**config.mk**
```make
export PLATFORM = sky130hd
export DESIGN_NAME = vga_scanout
export DESIGN_NICKNAME = d
export VERILOG_FILES = /design/src/rtl/vga_pkg.sv /design/src/rtl/vga_delay_line.sv /design/src/rtl/vga_scanout.sv
export SDC_FILE = /design/constraint.sdc
export NUM_CORES = 1
export LEC_CHECK = 0
export ABC_AREA = 1
export BUFFER_PORTS_ARGS = -buffer_cell sky130_fd_sc_hd__buf_2
export CAP_MARGIN = 40
export CORE_MARGIN = 4
export CORE_UTILIZATION = 47
export CTS_CLUSTER_DIAMETER = 30
export CTS_CLUSTER_SIZE = 30
export DETAILED_ROUTE_END_ITERATION = 8
export PLACE_DENSITY = 0.75
export SYNTH_ARGS = -nofsm -noshare
export SYNTH_HDL_FRONTEND = slang
export SYNTH_HIERARCHICAL = 1
export SYNTH_SLANG_ARGS = --single-unit
export TNS_END_PERCENT = 30
```
**constraint.sdc**
```tcl
create_clock -name clk -period 1.5 [get_ports clk]
set_input_delay 0.375 -clock clk [delete_from_list [all_inputs] [get_ports clk]]
set_output_delay 0.375 -clock clk [all_outputs]
set_load 0.01 [all_outputs]
```
**src/rtl/vga_pkg.sv**
```systemverilog
// -----------------------------------------------------------------------------
// vga_pkg
// Shared definitions for the VGA scanout slice.
//   - 800x600@72 timing defaults (visible, porches, sync widths, polarities)
//   - derived default H_TOTAL / V_TOTAL
//   - bit positions of the R/G/B fields inside a 12-bit 4:4:4 colour word
//   - the raster-flag bundle carried through the read-latency delay line
//   - the colour generator for the built-in bar pattern
// -----------------------------------------------------------------------------
package vga_pkg;

    localparam int DEF_H_VISIBLE  = 800;
    localparam int DEF_H_FRONT    = 56;
    localparam int DEF_H_SYNC     = 120;
    localparam int DEF_H_BACK     = 64;
    localparam int DEF_V_VISIBLE  = 600;
    localparam int DEF_V_FRONT    = 37;
    localparam int DEF_V_SYNC     = 6;
    localparam int DEF_V_BACK     = 23;
    localparam bit DEF_H_POL      = 1'b1;
    localparam bit DEF_V_POL      = 1'b1;
    localparam int DEF_PIX_DIV    = 2;
    localparam int DEF_RD_LATENCY = 1;

    localparam int DEF_H_TOTAL = DEF_H_VISIBLE + DEF_H_FRONT + DEF_H_SYNC + DEF_H_BACK;
    localparam int DEF_V_TOTAL = DEF_V_VISIBLE + DEF_V_FRONT + DEF_V_SYNC + DEF_V_BACK;

    localparam int R_HI = 11;
    localparam int R_LO = 8;
    localparam int G_HI = 7;
    localparam int G_LO = 4;
    localparam int B_HI = 3;
    localparam int B_LO = 0;

    typedef struct packed {
        logic active;
        logic hs;
        logic vs;
    } raster_flags_t;

    // Bar i lights each colour channel fully when the matching index bit is
    // set, giving black at bar 0 through white at bar 7.
    function automatic logic [11:0] bar_colour(input logic [2:0] bar);
        return {{4{bar[2]}}, {4{bar[1]}}, {4{bar[0]}}};
    endfunction

endpackage

```
**src/rtl/vga_delay_line.sv**
```systemverilog
// -----------------------------------------------------------------------------
// vga_delay_line
// Register chain of DEPTH stages, WIDTH bits wide, with synchronous reset to
// zero. DEPTH = 0 is a straight wire.
// Ports:
//   clk  - system clock
//   rst  - synchronous, active-high reset (clears every stage)
//   din  - value entering the chain
//   dout - value after DEPTH clk cycles
// -----------------------------------------------------------------------------
module vga_delay_line #(
    parameter int WIDTH = 1,
    parameter int DEPTH = 1
) (
    input  logic             clk,
    input  logic             rst,
    input  logic [WIDTH-1:0] din,
    output logic [WIDTH-1:0] dout
);

    generate
        if (DEPTH == 0) begin : g_wire
            assign dout = din;
        end else begin : g_chain
            logic [WIDTH-1:0] stage [DEPTH];

            always_ff @(posedge clk) begin
                if (rst) begin
                    for (int i = 0; i < DEPTH; i++) begin
                        stage[i] <= '0;
                    end
                end else begin
                    stage[0] <= din;
                    for (int i = 1; i < DEPTH; i++) begin
                        stage[i] <= stage[i-1];
                    end
                end
            end

            assign dout = stage[DEPTH-1];
        end
    endgenerate

endmodule

```
**src/rtl/vga_scanout.sv**
```systemverilog
// -----------------------------------------------------------------------------
// vga_scanout
// Raster timing generator and pixel reader. Sweeps x/y as frame buffer read
// coordinates, realigns the blanking/sync decode with the returning colour,
// and drives registered sync and 4:4:4 RGB to the connector.
// Optional feature: define VGA_TEST_PATTERN_EN to replace colour_in with a
// built-in 8-bar pattern (bar index x[9:7]); sync/blanking are unchanged.
// Ports:
//   clk        - system clock (pixel rate is clk / PIX_DIV)
//   rst        - synchronous, active-high reset
//   x, y       - raw raster counters, used as frame buffer read column/row
//   colour_in  - frame buffer read data {R[11:8], G[7:4], B[3:0]}
//   frame_trig - one-clk pulse on the step into the first blanking line
//   hsync      - registered horizontal sync
//   vsync      - registered vertical sync
//   vga_r/g/b  - registered 4-bit colour channels
// -----------------------------------------------------------------------------
module vga_scanout
    import vga_pkg::*;
#(
    parameter int H_VISIBLE  = DEF_H_VISIBLE,
    parameter int H_FRONT    = DEF_H_FRONT,
    parameter int H_SYNC     = DEF_H_SYNC,
    parameter int H_BACK     = DEF_H_BACK,
    parameter int V_VISIBLE  = DEF_V_VISIBLE,
    parameter int V_FRONT    = DEF_V_FRONT,
    parameter int V_SYNC     = DEF_V_SYNC,
    parameter int V_BACK     = DEF_V_BACK,
    parameter bit H_POL      = DEF_H_POL,
    parameter bit V_POL      = DEF_V_POL,
    parameter int PIX_DIV    = DEF_PIX_DIV,
    parameter int RD_LATENCY = DEF_RD_LATENCY
) (
    input  logic        clk,
    input  logic        rst,
    output logic [10:0] x,
    output logic [9:0]  y,
    input  logic [11:0] colour_in,
    output logic        frame_trig,
    output logic        hsync,
    output logic        vsync,
    output logic [3:0]  vga_r,
    output logic [3:0]  vga_g,
    output logic [3:0]  vga_b
);

    localparam int H_TOTAL = H_VISIBLE + H_FRONT + H_SYNC + H_BACK;
    localparam int V_TOTAL = V_VISIBLE + V_FRONT + V_SYNC + V_BACK;

    localparam logic [10:0] X_LAST     = 11'(H_TOTAL - 1);
    localparam logic [9:0]  Y_LAST     = 10'(V_TOTAL - 1);
    localparam logic [9:0]  Y_TRIG     = 10'(V_VISIBLE - 1);
    localparam logic [10:0] HS_START   = 11'(H_VISIBLE + H_FRONT);
    localparam logic [10:0] HS_END     = 11'(H_VISIBLE + H_FRONT + H_SYNC);
    localparam logic [9:0]  VS_START   = 10'(V_VISIBLE + V_FRONT);
    localparam logic [9:0]  VS_END     = 10'(V_VISIBLE + V_FRONT + V_SYNC);
    localparam logic [2:0]  DIV_LAST   = 3'(PIX_DIV - 1);

    logic [2:0]    div;
    logic          pix_en;
    raster_flags_t flags_now;
    raster_flags_t flags_d;
    logic [11:0]   colour_sel;

    assign pix_en = (div == DIV_LAST);

    // Pixel divider and raster counters. x/y move once per pixel and are
    // left raw through blanking; the colour mask makes those reads harmless.
    always_ff @(posedge clk) begin
        if (rst) begin
            div <= '0;
            x   <= '0;
            y   <= '0;
        end else if (pix_en) begin
            div <= '0;
            if (x == X_LAST) begin
                x <= '0;
                y <= (y == Y_LAST) ? '0 : y + 10'd1;
            end else begin
                x <= x + 11'd1;
            end
        end else begin
            div <= div + 3'd1;
        end
    end

    // Pulse on the exact step from the last visible line into blanking.
    assign frame_trig = pix_en && (x == X_LAST) && (y == Y_TRIG);

    always_comb begin
        flags_now        = '0;
        flags_now.active = (x < 11'(H_VISIBLE)) && (y < 10'(V_VISIBLE));
        flags_now.hs     = (x >= HS_START) && (x < HS_END);
        flags_now.vs     = (y >= VS_START) && (y < VS_END);
    end

`ifdef VGA_TEST_PATTERN_EN
    // The bar index rides the same delay line as the flags so the pattern
    // stays locked to the blanking decode.
    logic [2:0] bar_d;
    logic       unused_colour_in;

    assign unused_colour_in = ^colour_in;

    vga_delay_line #(
        .WIDTH (6),
        .DEPTH (RD_LATENCY)
    ) u_align (
        .clk  (clk),
        .rst  (rst),
        .din  ({x[9:7], flags_now}),
        .dout ({bar_d, flags_d})
    );

    assign colour_sel = bar_colour(bar_d);
`else
    vga_delay_line #(
        .WIDTH (3),
        .DEPTH (RD_LATENCY)
    ) u_align (
        .clk  (clk),
        .rst  (rst),
        .din  (flags_now),
        .dout (flags_d)
    );

    assign colour_sel = colour_in;
`endif

    // Pin register: sync polarity applied here, colour blanked outside the
    // active region.
    always_ff @(posedge clk) begin
        if (rst) begin
            hsync <= ~H_POL;
            vsync <= ~V_POL;
            vga_r <= '0;
            vga_g <= '0;
            vga_b <= '0;
        end else begin
            hsync <= flags_d.hs ? H_POL : ~H_POL;
            vsync <= flags_d.vs ? V_POL : ~V_POL;
            vga_r <= flags_d.active ? colour_sel[R_HI:R_LO] : 4'h0;
            vga_g <= flags_d.active ? colour_sel[G_HI:G_LO] : 4'h0;
            vga_b <= flags_d.active ? colour_sel[B_HI:B_LO] : 4'h0;
        end
    end

endmodule

```
==> reports/qor.csv <==
metric,value,unit
vias in the first global route,1855,
"critical path, cell by cell","inv_1, nor2_2, nand3_2, nor4_4, buf_2",
Final Power,2350,uW
clock root buffer,clkbuf_8,
"EDFF count, synth",0,
TritonCTS buffer count,5,
Hold WS,0.281,ns
Area Overhead vs Synth,37.2,%
"Reg clk slew, reported paths",0.08,ns
"Slowest-stage cell, CP",dfxtp_2,
"Slew Viols, Final",0,
initial antenna violation count,0,
Slew headroom,74.9,%
Final Cycle Share,120,%
"Setup violations, final",1,
starting density of the core,49.0,%
largest net degree at the start of global routing,16,
first-pass GRT wire length,8420,um
via count,1909,
global route overflow,0,
worst path required time,1.12,ns
worst vdd ir,0.559,mV
final core occ,67.2,%
failing checks,setup timing,
die width,72.8,um
# rows,23,
Die Ht,72.8,um
final-stage net count,374,
DP Worst Slack,-0.0753,ns
DRT Pass-1 Iters,5,
diode count,0,
Syn Inst Count,272,
H-tree depth,2,
layout cells sized above 1,36.2,%
crit path max fanout,5,
TritonCTS sink count,41,
Yosys Warn Count,6,
worst min-delay path category,input port to flip-flop,
status,"complete, but fails checks",
GRT Util Overall,20.3,%
clk_lat worst skew,0.29,ns
critical path class,flip-flop to output pin,
critical path startpoint category,flip-flop,
post-synth net total,293,
Critical Path End Type,output pin,
Port Buf Inserts,49,
synth unique cells,29,
Main synth FF type,dfxtp_1,
setup ws final,-0.307,ns
Core Box Area,0.00403,sq mm
remaining antenna violation count,0,
family with the most delay on the worst path,simple AND/OR/NAND/NOR gates,
final hold vios,0,
cell area after synthesis,0.00197,sq mm
Worst-Margin Slew,0.376,ns
Fin Clk Skew,0.00666,ns
max_cap viols,0,
Highest Clock Rate,553,MHz
Power per Cell Area,868,mW/mm^2
WP data arrival,1.43,ns
syn_area_per_cell,7.25,sq um
"FFs w/ async S/R, synth",0,%
register bit total from synthesis,41,
Vias/cell,4.73,
sequential area share after synthesis,41.6,%
# IOs,50,
RSZ-0062 raised after global routing,yes,
Tmin final,1.81,ns
# DRC,0,
WL/cell,12.1,um
drt initial violations,100,
total routed wirelength,4900,um
Post-CTS Hold Fix Bufs,0,
TritonCTS clock tree,yes,
DP HPWL,3670,um
CP bufs+invs,2,
CP max stage delay,0.36,ns
leakage,0.00137,uW
maximum clock path buffer count,2,
Die Area,0.00530,sq mm
GP Congestion,0.833,
## cells in the mapped netlist (3+ instances only)
master / instances / area [sq um]
nor2_1: 50 / 188
nand2_1: 48 / 180
inv_1: 43 / 161
dfxtp_1: 41 / 821
nand3_1: 17 / 85.1
a21oi_1: 11 / 55.1
ha_1: 7 / 87.6
nor2_2: 6 / 37.5
o21ai_0: 6 / 30.0
xor2_1: 5 / 43.8
inv_2: 4 / 15.0
nand2_2: 4 / 25.0
nor3_1: 4 / 20.0
nand4_1: 3 / 18.8
nor2_4: 3 / 33.8
xnor2_1: 3 / 26.3
## what timing repair did
action	CTS	global route
endpoints found under the setup margin	1	13
resized for setup	7	9
pin swaps	4	0
buffers inserted	1	0
## cells in the final DEF, fill, tap and decap left out, types with 7 or more instances in the layout
cell	netlist	routed
nand2_1	48	48
dfxtp_1	41	35
inv_1	43	42
nor2_2	6	7
buf_2	0	49
nand3_1	17	15
a21oi_1	11	10
nor2_1	50	46
buf_4	0	29
## kinds of logic (layout without fill, tap and decap cells)
group	after synthesis	count (layout)	share of synthesized area (%)
buffers and inverters	53	135	10.5
AND/OR/NAND/NOR	143	143	34.4
XOR/XNOR	8	8	3.55
AO/OA/AOI/OAI	20	20	5.52
adder cells (fa/ha/maj)	7	7	4.44
flip-flops	41	41	41.6
## stage by stage
step / setup TNS, ns / area, sq um / instances
3_3_place_gp: -0.0576 / 2510 / 395
6_report: -0.307 / 2710 / 404
3_5_place_dp: -0.0753 / 2510 / 395
4_1_cts: -0.315 / 2680 / 404
5_1_grt: -0.943 / 2710 / 404
2_1_floorplan: 0 / 2020 / 272
## worst paths after layout
kind	from	endpoint	slack, ns	depth (start not counted)
worst max register to register	x[1]	y[8]	0.06	10
worst min register to register	u_align/g_chain.stage[0][0]	vsync	0.41	2
worst min-delay path	colour_in[1]	vga_b[1]	0.28	3
worst max-delay path	y[9]	frame_trig	-0.31	5
## sequential cells by signal, indices dropped and copies added, names as in the netlist
signal and cells:
div 3, hsync 1, u_align/g_chain.stage 3, vga_b 4, vga_g 4, vga_r 4
vsync 1, x 11, y 10
## tightest hold or removal path, delay by kind of cell
kind                   cells  cell delay (ns)
buffers and inverters      2             0.13
and+or+nand+nor            1             0.03
## layout make-up
type,count,area [sq um]
tap,50,62.6
clock inverter,2,38.8
inverter,49,186
fill,352,1320
timing repair buffer,78,463
multi-input combinational,178,1030
sequential,41,831
clock buffer,6,93.8
## power by group
group          internal, uW  switching [uW]  total (uW)  leakage, uW
Clock                   603             404        1010    0.0000669
Combinational          87.4             120         207     0.000964
Sequential             1120            15.3        1140     0.000336
Total                  1810             539        2350      0.00137
## per-layer routing
metal	global-route usage [%]	wire length [um]
met5	0	0
met4	6.76	49
met1	24.8	2110
met2	34.9	2470
met3	4.96	261
Power figures use the tool's default switching activity.
